==> src/rtl/ps2_kbd_pkg.sv <==
// Shared PS/2 set-2 keyboard definitions: prefix bytes, HID usages, modifier bit
// indices and the set-2 to HID translation used by the keyboard front end.
package ps2_kbd_pkg;

    localparam logic [7:0] PS2_EXT   = 8'hE0;
    localparam logic [7:0] PS2_BRK   = 8'hF0;
    localparam logic [7:0] PS2_PAUSE = 8'hE1;

    localparam int unsigned PAUSE_SKIP = 7;

    localparam logic [2:0] MOD_LCTRL  = 3'd0;
    localparam logic [2:0] MOD_LSHIFT = 3'd1;
    localparam logic [2:0] MOD_LALT   = 3'd2;
    localparam logic [2:0] MOD_LGUI   = 3'd3;
    localparam logic [2:0] MOD_RCTRL  = 3'd4;
    localparam logic [2:0] MOD_RSHIFT = 3'd5;
    localparam logic [2:0] MOD_RALT   = 3'd6;
    localparam logic [2:0] MOD_RGUI   = 3'd7;

    localparam logic [7:0] HID_NONE   = 8'h00;
    localparam logic [7:0] HID_1      = 8'h1E;
    localparam logic [7:0] HID_2      = 8'h1F;
    localparam logic [7:0] HID_3      = 8'h20;
    localparam logic [7:0] HID_4      = 8'h21;
    localparam logic [7:0] HID_5      = 8'h22;
    localparam logic [7:0] HID_6      = 8'h23;
    localparam logic [7:0] HID_7      = 8'h24;
    localparam logic [7:0] HID_8      = 8'h25;
    localparam logic [7:0] HID_9      = 8'h26;
    localparam logic [7:0] HID_0      = 8'h27;
    localparam logic [7:0] HID_ENTER  = 8'h28;
    localparam logic [7:0] HID_ESC    = 8'h29;
    localparam logic [7:0] HID_SPACE  = 8'h2C;
    localparam logic [7:0] HID_DELETE = 8'h4C;

    // Key event handed from the prefix decoder to the output stage.
    typedef struct packed {
        logic       ext;
        logic       brk;
        logic [7:0] code;
    } key_event_t;

    typedef struct packed {
        logic       is_mod;
        logic [2:0] mod_idx;
        logic       is_key;
        logic [7:0] hid;
    } hid_map_t;

    function automatic hid_map_t mod_entry(input logic [2:0] idx);
        hid_map_t m;
        m         = '0;
        m.is_mod  = 1'b1;
        m.mod_idx = idx;
        return m;
    endfunction

    function automatic hid_map_t key_entry(input logic [7:0] hid);
        hid_map_t m;
        m        = '0;
        m.is_key = 1'b1;
        m.hid    = hid;
        return m;
    endfunction

    // E0-prefixed shifts (fake shifts) fall through to the default and are ignored.
    function automatic hid_map_t ps2_to_hid(input logic ext, input logic [7:0] code);
        hid_map_t m;
        m = '0;
        case ({ext, code})
            9'h014:  m = mod_entry(MOD_LCTRL);
            9'h012:  m = mod_entry(MOD_LSHIFT);
            9'h011:  m = mod_entry(MOD_LALT);
            9'h11F:  m = mod_entry(MOD_LGUI);
            9'h114:  m = mod_entry(MOD_RCTRL);
            9'h059:  m = mod_entry(MOD_RSHIFT);
            9'h111:  m = mod_entry(MOD_RALT);
            9'h127:  m = mod_entry(MOD_RGUI);
            9'h016:  m = key_entry(HID_1);
            9'h01E:  m = key_entry(HID_2);
            9'h026:  m = key_entry(HID_3);
            9'h025:  m = key_entry(HID_4);
            9'h02E:  m = key_entry(HID_5);
            9'h036:  m = key_entry(HID_6);
            9'h03D:  m = key_entry(HID_7);
            9'h03E:  m = key_entry(HID_8);
            9'h046:  m = key_entry(HID_9);
            9'h045:  m = key_entry(HID_0);
            9'h029:  m = key_entry(HID_SPACE);
            9'h05A:  m = key_entry(HID_ENTER);
            9'h076:  m = key_entry(HID_ESC);
            9'h171:  m = key_entry(HID_DELETE);
            9'h15A:  m = key_entry(HID_ENTER);
            default: m = '0;
        endcase
        return m;
    endfunction

endpackage

==> src/rtl/ps2_rx_frame.sv <==
// PS/2 device-to-host frame receiver: pad synchronizer, glitch filter,
// start/data/parity/stop bit FSM and mid-frame timeout.
module ps2_rx_frame
    import ps2_kbd_pkg::*;
#(
    parameter int unsigned FILTER_LEN     = 8,
    parameter int unsigned TIMEOUT_CYCLES = 28000
) (
    input  logic       clk,
    input  logic       rst_n,
    input  logic       ps2_clk_i,
    input  logic       ps2_dat_i,
    output logic [7:0] rx_byte_o,
    output logic       byte_valid_o,
    output logic       frame_err_o
);

    localparam int unsigned FLT_W = $clog2(FILTER_LEN + 1);
    localparam int unsigned TMO_W = $clog2(TIMEOUT_CYCLES + 1);

    typedef enum logic [1:0] {
        ST_IDLE,
        ST_DATA,
        ST_PARITY,
        ST_STOP
    } rx_state_e;

    // Index 0 is the PS/2 clock line, index 1 the data line.
    logic [1:0]       meta_q;
    logic [1:0]       sync_q;
    logic [1:0]       filt_q;
    logic [FLT_W-1:0] flt_cnt_q [2];
    logic             clk_prev_q;
    logic             fall_c;
    logic             dat_c;

    rx_state_e        state_q, state_d;
    logic [2:0]       bit_cnt_q, bit_cnt_d;
    logic [7:0]       shreg_q, shreg_d;
    logic             par_ok_q, par_ok_d;
    logic [TMO_W-1:0] tmo_q, tmo_d;
    logic [7:0]       rx_byte_q, rx_byte_d;
    logic             byte_valid_q, byte_valid_d;
    logic             err_q, err_d;

    // A line level is accepted only after FILTER_LEN consecutive differing samples.
    always_ff @(posedge clk or negedge rst_n) begin
        if (!rst_n) begin
            meta_q     <= 2'b11;
            sync_q     <= 2'b11;
            filt_q     <= 2'b11;
            clk_prev_q <= 1'b1;
            for (int i = 0; i < 2; i++) flt_cnt_q[i] <= '0;
        end else begin
            meta_q     <= {ps2_dat_i, ps2_clk_i};
            sync_q     <= meta_q;
            clk_prev_q <= filt_q[0];
            for (int i = 0; i < 2; i++) begin
                if (sync_q[i] == filt_q[i]) begin
                    flt_cnt_q[i] <= '0;
                end else if (flt_cnt_q[i] == FLT_W'(FILTER_LEN - 1)) begin
                    filt_q[i]    <= sync_q[i];
                    flt_cnt_q[i] <= '0;
                end else begin
                    flt_cnt_q[i] <= flt_cnt_q[i] + 1'b1;
                end
            end
        end
    end

    assign fall_c = clk_prev_q & ~filt_q[0];
    assign dat_c  = filt_q[1];

    always_ff @(posedge clk or negedge rst_n) begin
        if (!rst_n) begin
            state_q      <= ST_IDLE;
            bit_cnt_q    <= '0;
            shreg_q      <= '0;
            par_ok_q     <= 1'b0;
            tmo_q        <= '0;
            rx_byte_q    <= '0;
            byte_valid_q <= 1'b0;
            err_q        <= 1'b0;
        end else begin
            state_q      <= state_d;
            bit_cnt_q    <= bit_cnt_d;
            shreg_q      <= shreg_d;
            par_ok_q     <= par_ok_d;
            tmo_q        <= tmo_d;
            rx_byte_q    <= rx_byte_d;
            byte_valid_q <= byte_valid_d;
            err_q        <= err_d;
        end
    end

    always_comb begin
        state_d      = state_q;
        bit_cnt_d    = bit_cnt_q;
        shreg_d      = shreg_q;
        par_ok_d     = par_ok_q;
        tmo_d        = tmo_q;
        rx_byte_d    = rx_byte_q;
        byte_valid_d = 1'b0;
        err_d        = 1'b0;

        if (state_q != ST_IDLE) tmo_d = tmo_q + 1'b1;
        if (fall_c)             tmo_d = '0;

        case (state_q)
            ST_IDLE: begin
                if (fall_c && !dat_c) begin
                    state_d   = ST_DATA;
                    bit_cnt_d = '0;
                end
            end
            ST_DATA: begin
                if (fall_c) begin
                    shreg_d   = {dat_c, shreg_q[7:1]};
                    bit_cnt_d = bit_cnt_q + 3'd1;
                    if (bit_cnt_q == 3'd7) state_d = ST_PARITY;
                end
            end
            ST_PARITY: begin
                if (fall_c) begin
                    par_ok_d = ^{shreg_q, dat_c};
                    state_d  = ST_STOP;
                end
            end
            ST_STOP: begin
                if (fall_c) begin
                    state_d = ST_IDLE;
                    if (dat_c && par_ok_q) begin
                        byte_valid_d = 1'b1;
                        rx_byte_d    = shreg_q;
                    end else begin
                        err_d = 1'b1;
                    end
                end
            end
            default: state_d = ST_IDLE;
        endcase

        // Stalled keyboard: abandon the partial frame.
        if (state_q != ST_IDLE && !fall_c && tmo_q == TMO_W'(TIMEOUT_CYCLES - 1)) begin
            state_d = ST_IDLE;
            tmo_d   = '0;
            err_d   = 1'b1;
        end
    end

    assign rx_byte_o    = rx_byte_q;
    assign byte_valid_o = byte_valid_q;
    assign frame_err_o  = err_q;

endmodule

==> src/rtl/ps2_hid_decoder.sv <==
// PS/2 set-2 keyboard front end: strips E0/F0/E1 prefixes, tracks modifiers and
// the last held mapped key, and presents them as HID level outputs.
module ps2_hid_decoder
    import ps2_kbd_pkg::*;
#(
    parameter int unsigned FILTER_LEN     = 8,
    parameter int unsigned TIMEOUT_CYCLES = 28000
) (
    input  logic       clk,
    input  logic       rst_n,
    input  logic       ps2_clk,
    input  logic       ps2_dat,
    output logic [7:0] kbd_status,
    output logic [7:0] kbd_data,
    output logic       kbd_strobe,
    output logic       rx_err
);

    logic [7:0] rx_byte;
    logic       byte_valid;
    logic       frame_err;

    logic       ext_q, ext_d;
    logic       brk_q, brk_d;
    logic [2:0] skip_q, skip_d;
    key_event_t ev_q, ev_d;
    logic       ev_valid_q, ev_valid_d;

    logic [7:0] status_q, status_d;
    logic [7:0] data_q, data_d;
    logic       strobe_q, strobe_d;
    logic       err_q;
    hid_map_t   map_c;

    ps2_rx_frame #(
        .FILTER_LEN     (FILTER_LEN),
        .TIMEOUT_CYCLES (TIMEOUT_CYCLES)
    ) u_rx (
        .clk          (clk),
        .rst_n        (rst_n),
        .ps2_clk_i    (ps2_clk),
        .ps2_dat_i    (ps2_dat),
        .rx_byte_o    (rx_byte),
        .byte_valid_o (byte_valid),
        .frame_err_o  (frame_err)
    );

    always_ff @(posedge clk or negedge rst_n) begin
        if (!rst_n) begin
            ext_q      <= 1'b0;
            brk_q      <= 1'b0;
            skip_q     <= '0;
            ev_q       <= '0;
            ev_valid_q <= 1'b0;
            status_q   <= '0;
            data_q     <= '0;
            strobe_q   <= 1'b0;
            err_q      <= 1'b0;
        end else begin
            ext_q      <= ext_d;
            brk_q      <= brk_d;
            skip_q     <= skip_d;
            ev_q       <= ev_d;
            ev_valid_q <= ev_valid_d;
            status_q   <= status_d;
            data_q     <= data_d;
            strobe_q   <= strobe_d;
            err_q      <= frame_err;
        end
    end

    // Prefix decoder: folds E0/F0 into the next key code, swallows the Pause run.
    always_comb begin
        ext_d      = ext_q;
        brk_d      = brk_q;
        skip_d     = skip_q;
        ev_d       = ev_q;
        ev_valid_d = 1'b0;

        if (frame_err) begin
            ext_d  = 1'b0;
            brk_d  = 1'b0;
            skip_d = '0;
        end else if (byte_valid) begin
            if (skip_q != 3'd0) begin
                skip_d = skip_q - 3'd1;
                if (skip_q == 3'd1) begin
                    ext_d = 1'b0;
                    brk_d = 1'b0;
                end
            end else begin
                case (rx_byte)
                    PS2_EXT:   ext_d  = 1'b1;
                    PS2_BRK:   brk_d  = 1'b1;
                    PS2_PAUSE: skip_d = 3'(PAUSE_SKIP);
                    8'hAA, 8'hFA, 8'hEE, 8'hFE, 8'h00, 8'hFF: ;
                    default: begin
                        ev_valid_d = 1'b1;
                        ev_d.ext   = ext_q;
                        ev_d.brk   = brk_q;
                        ev_d.code  = rx_byte;
                        ext_d      = 1'b0;
                        brk_d      = 1'b0;
                    end
                endcase
            end
        end
    end

    // Output stage: modifier bits follow make/break, kbd_data holds the last make.
    always_comb begin
        map_c    = ps2_to_hid(ev_q.ext, ev_q.code);
        status_d = status_q;
        data_d   = data_q;

        if (ev_valid_q) begin
            if (map_c.is_mod) status_d[map_c.mod_idx] = ~ev_q.brk;
            if (map_c.is_key) begin
                if (!ev_q.brk)                data_d = map_c.hid;
                else if (map_c.hid == data_q) data_d = HID_NONE;
            end
        end

        strobe_d = (status_d != status_q) || (data_d != data_q);
    end

    assign kbd_status = status_q;
    assign kbd_data   = data_q;
    assign kbd_strobe = strobe_q;
    assign rx_err     = err_q;

endmodule

==> config.mk <==
export PLATFORM = sky130hd
export DESIGN_NAME = ps2_hid_decoder
export DESIGN_NICKNAME = d
export VERILOG_FILES = /design/src/rtl/ps2_kbd_pkg.sv /design/src/rtl/ps2_rx_frame.sv /design/src/rtl/ps2_hid_decoder.sv
export SDC_FILE = /design/constraint.sdc
export NUM_CORES = 1
export LEC_CHECK = 0
export BUFFER_PORTS_ARGS = -buffer_cell sky130_fd_sc_hd__clkbuf_2
export CAP_MARGIN = 20
export CORE_MARGIN = 10
export CORE_UTILIZATION = 57
export DETAILED_ROUTE_END_ITERATION = 8
export GPL_ROUTABILITY_DRIVEN = 0
export GPL_TIMING_DRIVEN = 1
export PLACE_DENSITY = 0.82
export SLEW_MARGIN = 15
export SYNTH_ARGS = -nofsm -noshare
export SYNTH_HDL_FRONTEND = slang
export SYNTH_SLANG_ARGS = --single-unit
==> constraint.sdc <==
create_clock -name clk -period 4.2 [get_ports clk]
set_input_delay 0 -clock clk [delete_from_list [all_inputs] [get_ports clk]]
set_output_delay 0 -clock clk [all_outputs]
set_load 0.005 [all_outputs]
After elaboration in Yosys (flattened, before gate mapping)

Cells that the tools add are included.

Flip-flop bits (word level): 88
Output and inout port bits: 18

Add/subtract/negate cells: 5
$lt $le $gt $ge: 2
Eq/ne operators: 54
Mux-type cells: 51
Bitwise operators: 8
Reduce and logical (&&, ||, !) cells: 32

Operators with widths:

| cell                                                             | count |
|---|---|
| 13-bit case mux with 22 select lines                             | 1 |
| 8-bit == test (second input constant)                            | 8 |
| 9-bit by 6-bit == test with 1-bit output (second input constant) | 7 |
| 9-bit == test (second input constant)                            | 6 |
| 8-bit 2-to-1 mux                                                 | 6 |
| 9-bit by 5-bit == test with 1-bit output (second input constant) | 5 |
| 9-bit by 7-bit == test with 1-bit output (second input constant) | 5 |
| 15-bit 2-to-1 mux                                                | 3 |
| 3-bit by 1-bit != test with 1-bit output (second input constant) | 8 |
| 1-bit 2-to-1 mux                                                 | 19 |
| 3-bit 2-to-1 mux                                                 | 6 |
| 4-bit 2-to-1 mux                                                 | 4 |
| 8-bit != test                                                    | 2 |
| 8-bit OR reduction                                               | 2 |
| 15-bit by 1-bit adder with 15-bit output (second input constant) | 1 |
| 15-bit == test (second input constant)                           | 1 |
| 2-bit 2-to-1 mux                                                 | 6 |
| 3-bit AND reduction                                              | 4 |
| 2-bit AND reduction                                              | 5 |
| 3-bit nonzero test                                               | 3 |
| 9-bit OR reduction                                               | 1 |
| 9-bit parity                                                     | 1 |
| 4-bit by 1-bit adder with 4-bit output (second input constant)   | 2 |
| 8-bit bitwise mux                                                | 1 |
| 27 further kinds                                                 | 45 |

Longest topological paths before layout

Depth in word-level cells: 12
Gate-level depth with buffers: 9
Gate-level depth less buffers: 8

Hierarchy

From an unflattened synthesis, not the netlist that was laid out.

Cells, all modules: 494
Area total of the unflattened synthesis: 4,916.0 sq um

Modules (own cells, without submodules):

| module          | times used | cells each | area each (sq um) | seq. area each (sq um) |
|---|---|---|---|---|
| ps2_rx_frame    | 1          | 228        | 2,468.6           | 1,360.1 |
| ps2_hid_decoder | 1          | 266        | 2,447.3           | 850.8 |

Worst setup path before layout

No wires, ideal clock.

Path kind: reg-to-reg
From: register ev_q[1] (netlist bit)
To: register data_q[1], in the netlist kbd_data[1]
Setup time: 0.121 ns
Arrival time: 2.436 ns
Slack: 1.643 ns
Cell stages (with the launch flop): 9
Buffers on the path: 1
Clock period less this slack: 2.557 ns
Cell sequence: dfrtp_1 > buf_2 > or4b_1 > o32ai_1 > a221oi_1 > xnor2_1 > nor4_1 > a21oi_4 > a22o_1

Cells in the longest elaborated chain, start to end: 8

Ends and longest elaborated chain:

| what                                                                      | RTL line               | text |
|---|---|---|
| start: declaration                                                        | ps2_hid_decoder.sv:26  | `key_event_t ev_q, ev_d;` |
| start signal: assignment                                                  | ps2_hid_decoder.sv:63  | `ev_q <= ev_d;` |
| 9-bit == test or 9-bit by 7-bit == test with 1-bit output (tied branches) | ps2_kbd_pkg.sv:70      | `case ({ext, code})` |
| 2-bit OR reduction (no line)                                              | n/a                    |  |
| 13-bit case mux with 22 select lines *                                    | ps2_kbd_pkg.sv:70      |  |
| 8-bit == test                                                             | ps2_hid_decoder.sv:120 | `else if (map_c.hid == data_q) data_d = HID_NONE;` |
| 8-bit 2-to-1 mux                                                          | ps2_hid_decoder.sv:120 |  |
| 8-bit 2-to-1 mux                                                          | ps2_hid_decoder.sv:119 | `if (!ev_q.brk) data_d = map_c.hid;` |
| 8-bit 2-to-1 mux *                                                        | ps2_hid_decoder.sv:118 | `if (map_c.is_key) begin` |
| 8-bit 2-to-1 mux *                                                        | ps2_hid_decoder.sv:116 | `if (ev_valid_q) begin` |
| net data_d[1]                                                             | ps2_hid_decoder.sv:30  | `logic [7:0] data_q, data_d;` |
| end signal: assignment                                                    | ps2_hid_decoder.sv:66  | `data_q <= data_d;` |
| end: declaration                                                          | ps2_hid_decoder.sv:30  |  |

Mark *: on every way through the listed nets, which the timed path passes. The rest lies on a longest branch.
A chain may end at the register's enable or synchronous reset.

Worst setup path after layout

From: register ev_q[3] (netlist bit)
To: register data_q[6], in the netlist kbd_data[6]

The elaborated chain is that of the path after synthesis.

==> flow_metrics.py <==
metrics = {
    "status": {
        "status": "finished, final reports clean",
    },
    "routing": {
        "detail_route.vias_per_cell": 6.19,
        "routed_len_inst_um": 16.2,
        "num_vias": 3896,
        "dr.pass1.iters": 4,
        "route.detailed.drc": 0,
        "initialDrtViolationCount": 174,
        "totalWireLength_um": 10200,
        "antenna_violating_nets_post_route": 0,
    },
    "power": {
        "power_per_cell_area_nw_per_um2": 383,
        "clockPowerShare_pct": 26.3,
        "sequential_fraction_of_design_power_pct": 49.9,
        "p_comb_share_pct": 23.8,
        "netSwitchingPower_mw": 0.675,
        "p_total_mw": 2.06,
        "ir_worst_vdd_mv": 0.276,
        "swShare_pct": 32.7,
        "internal_power_mw": 1.39,
        "static_leakage_nw": 2.37,
    },
    "critical_path": {
        "endpoint_kind": "flip-flop",
        "critical_path_required_ns": 4.44,
        "crit-reg2reg-launch": "ev_q[3]",
        "crit_path_max_fanout": 22,
        "reg2reg_slack_ns": 1.27,
        "timing.critical_path.from_type": "flip-flop",
        "arrival_ns": 3.18,
        "r2r_end": "kbd_data[6]",
        "timing_worst_setup_path_type": "flip-flop to flip-flop",
        "worst-r2r-cell-count": 7,
    },
    "final_layout": {
        "post_layout_nonfiller_instances": 629,
        "finalInstanceArea_um2": 5390,
        "nets": 532,
        "multi_input_comb_area_um2": 2660,
        "n_antenna_cell": 0,
        "filler_cell_count": 705,
        "synthToLayoutAreaGrowth_pct": 7.30,
        "register_area_um2": 2210,
        "final_layout_size_suffix_gt1_share_pct": 16.5,
    },
    "sta": {
        "slew-limit-headroom_pct": 43.6,
        "max_slew.worst_pin.slew_ns": 0.844,
        "layout_worst_path_cycle_share_pct": 69.8,
        "timing.fmax_ghz": 0.341,
        "postLayoutSetupSlackWorst_ns": 1.27,
        "setup_violations": 0,
        "post-route-min-period_ns": 2.93,
        "finalMaxSlewViolations": 0,
        "timing_hold_violations_final": 0,
        "grt_setup_unrepaired": "no",
        "tns_setup_ns": 0,
        "fin_skew_ns": 0.0163,
    },
    "global_routing": {
        "grt_util_all_layers_pct": 16.0,
        "global_route.usage.met2_pct": 26.6,
        "number_of_global_route_vias_before_repair": 3784,
        "antenna_found_initial": 0,
        "maximum_number_of_pins_on_one_net_before_global_route_repair": 89,
        "gr-usage-met1_pct": 20.7,
        "globalRoute.busiestLayer": "met2",
        "grt.met3_usage_pct": 2.94,
        "grt_pass1_wl_um": 17500,
        "grt_overflow": 0,
    },
    "clocking": {
        "htreeDepth": 3,
        "cts_made_buffers": 9,
        "tritoncts_clock_tree": "yes",
        "path_clk_slew_ns": 0.08,
        "ctsLongestPathBuffers": 2,
        "worst_skew_pair_latency_ns": 0.35,
        "clock-root-buffer": "clkbuf_8",
        "clkSinkCount": 88,
        "post-cts-setup-buffer-count": 0,
    },
    "floorplan": {
        "num_rows": 34,
        "die_height_um": 114,
        "initial_core_util_pct": 58.1,
        "io-pin-count": 22,
        "die-width_um": 114,
        "dieArea_um2": 13000,
        "placeableCoreArea_um2": 8640,
    },
    "placed_design": {
        "placedInstanceArea_um2": 5170,
        "io_buffers": 21,
        "detailedPlacementHpwl_um": 7280,
        "total_placed_cells_including_tap_cells": 610,
        "dpl_worst_slack_ns": 1.39,
    },
    "synthesis": {
        "synth.distinct_cells": 78,
        "synth.cells.most_frequent": "dfrtp_1 (81), nand2_1 (45), o21ai_0 (37)",
        "synth_seq_cells": 88,
        "synth_top_area_share_pct": 40.4,
        "post_synth_instance_area_um2": 5020,
        "synth_seq_area_share_pct": 44.0,
        "synth.most_common_cell": "dfrtp_1",
        "post_synth_edffs": 0,
        "synthesis.instances": 501,
        "synth_nets": 517,
        "synth_flop_cell": "dfrtp_1",
        "synth_top_cell_by_area": "dfrtp_1",
        "synthTopCellsByArea": "dfrtp_1 (40%), mux2_2 (6.5%), o21ai_0 (3.7%)",
        "postSynth.asyncResetShare_pct": 100,
        "avgSynthCellArea_um2": 10.0,
        "yosys_warnings": 0,
    },
    "hold_path": {
        "hold_path.class": "input port to async pin",
    },
    "job": {
        "drv_cap": 0,
    },
}
==> critical path, cell delays in order, from the launching register on <==
cell and delay (ns):
dfrtp_1 0.62, or3b_1 0.54, o32ai_1 0.40, a221oi_1 0.18, xnor2_1 0.19, nor4_1 0.52
a21oi_4 0.17, a22o_1 0.20
==> power groups by stage <==
stage / clock, mW / sequential [mW] / combinational, mW
CTS: 0.555 / 1.03 / 0.494
finish: 0.543 / 1.03 / 0.490
floorplan: 0 / 1.01 / 0.395
global route: 0.593 / 1.04 / 0.572
detailed placement: 0 / 1.05 / 0.487
global placement: 0 / 1.04 / 0.457
==> cells by family after synthesis <==
logic type	synth area share [%]
AO/OA/AOI/OAI	15.8
XOR/XNOR	4.19
adder cells (fa/ha/maj)	2.99
buffers and inverters	3.09
flip-flops	44.0
multiplexers	7.10
AND/OR/NAND/NOR	22.8
==> how the worst max path moves through the flow <==
stage | from | endpoint | slack [ns] | depth (start not counted)
2_1_floorplan | ev_q[1] | kbd_data[1] | 1.64 | 8
3_3_place_gp | ev_q[3] | kbd_data[4] | 1.47 | 7
3_5_place_dp | ev_q[3] | kbd_data[6] | 1.39 | 7
4_1_cts | ev_q[3] | kbd_data[6] | 1.36 | 7
5_1_grt | ev_q[3] | kbd_data[4] | 1.02 | 7
6_report | ev_q[3] | kbd_data[6] | 1.27 | 7
==> area by class of cell <==
cell class | instances | share of cell area (%)
sequential | 88 | 41.0
multi-input combinational | 376 | 49.3
timing repair buffer | 24 | 2.62
clock buffer | 12 | 2.88
clock inverter | 4 | 0.488
inverter | 17 | 1.18
tap | 108 | 2.51
==> sequential cells by signal, indices dropped and copies added, names as in the netlist, 3 cells and up <==
register and flops:
u_rx.flt_cnt_q 8, ev_q 10, u_rx.shreg_q 8, u_rx.rx_byte_o 8, kbd_status 8, u_rx.bit_cnt_q 3, skip_q 3, kbd_data 8
u_rx.tmo_q 15
==> what timing repair did <==
action | in CTS | in global routing
hold buffers | 3 | 0
endpoints found under the hold margin | 83 | 0
gates resized for setup | 0 | 0
==> through the flow <==
| step | hold WS [ns] | util [%] |
|---|---|---|
| after floorplan | -0.296 | - |
| after global placement | 0.0908 | 59.9 |
| after detailed placement | 0.0894 | 59.9 |
| after CTS | 0.270 | 62.3 |
| after global routing | 0.268 | 62.4 |
| final | 0.260 | 62.4 |
==> placed cells by master (no fill, tap or decap), types with 3 or more instances in the layout <==
master,count
a221o_1,3
o31ai_1,10
nand2b_1,10
xnor2_1,16
nor3_1,12
nand2_1,45
clkbuf_2,20
nor2_1,31
nand4bb_1,3
mux2i_1,3
mux2_2,29
dlygate4sd3_1,3
nand3_1,15
nand4b_1,3
or3_1,3
xor2_1,8
a21oi_1,10
nand3b_1,3
clkbuf_8,11
nand4_1,8
dfstp_2,7
or4_1,8
a221oi_1,3
a211oi_1,3
or3b_1,3
o211ai_1,4
and3_1,8
nor2b_1,9
inv_1,17
a31oi_1,4
o21ai_0,37
ha_1,12
and2_1,6
a22o_1,9
dfrtp_1,81
nor4_1,5
==> routing by layer <==
metal  vias up  share of wire (%)
met1      1951                 46
li1       1888                  -
met2        49                 50
met5         -                  0
met3         8                2.8
met4         0               0.93
(Power assumes the default switching activity.)
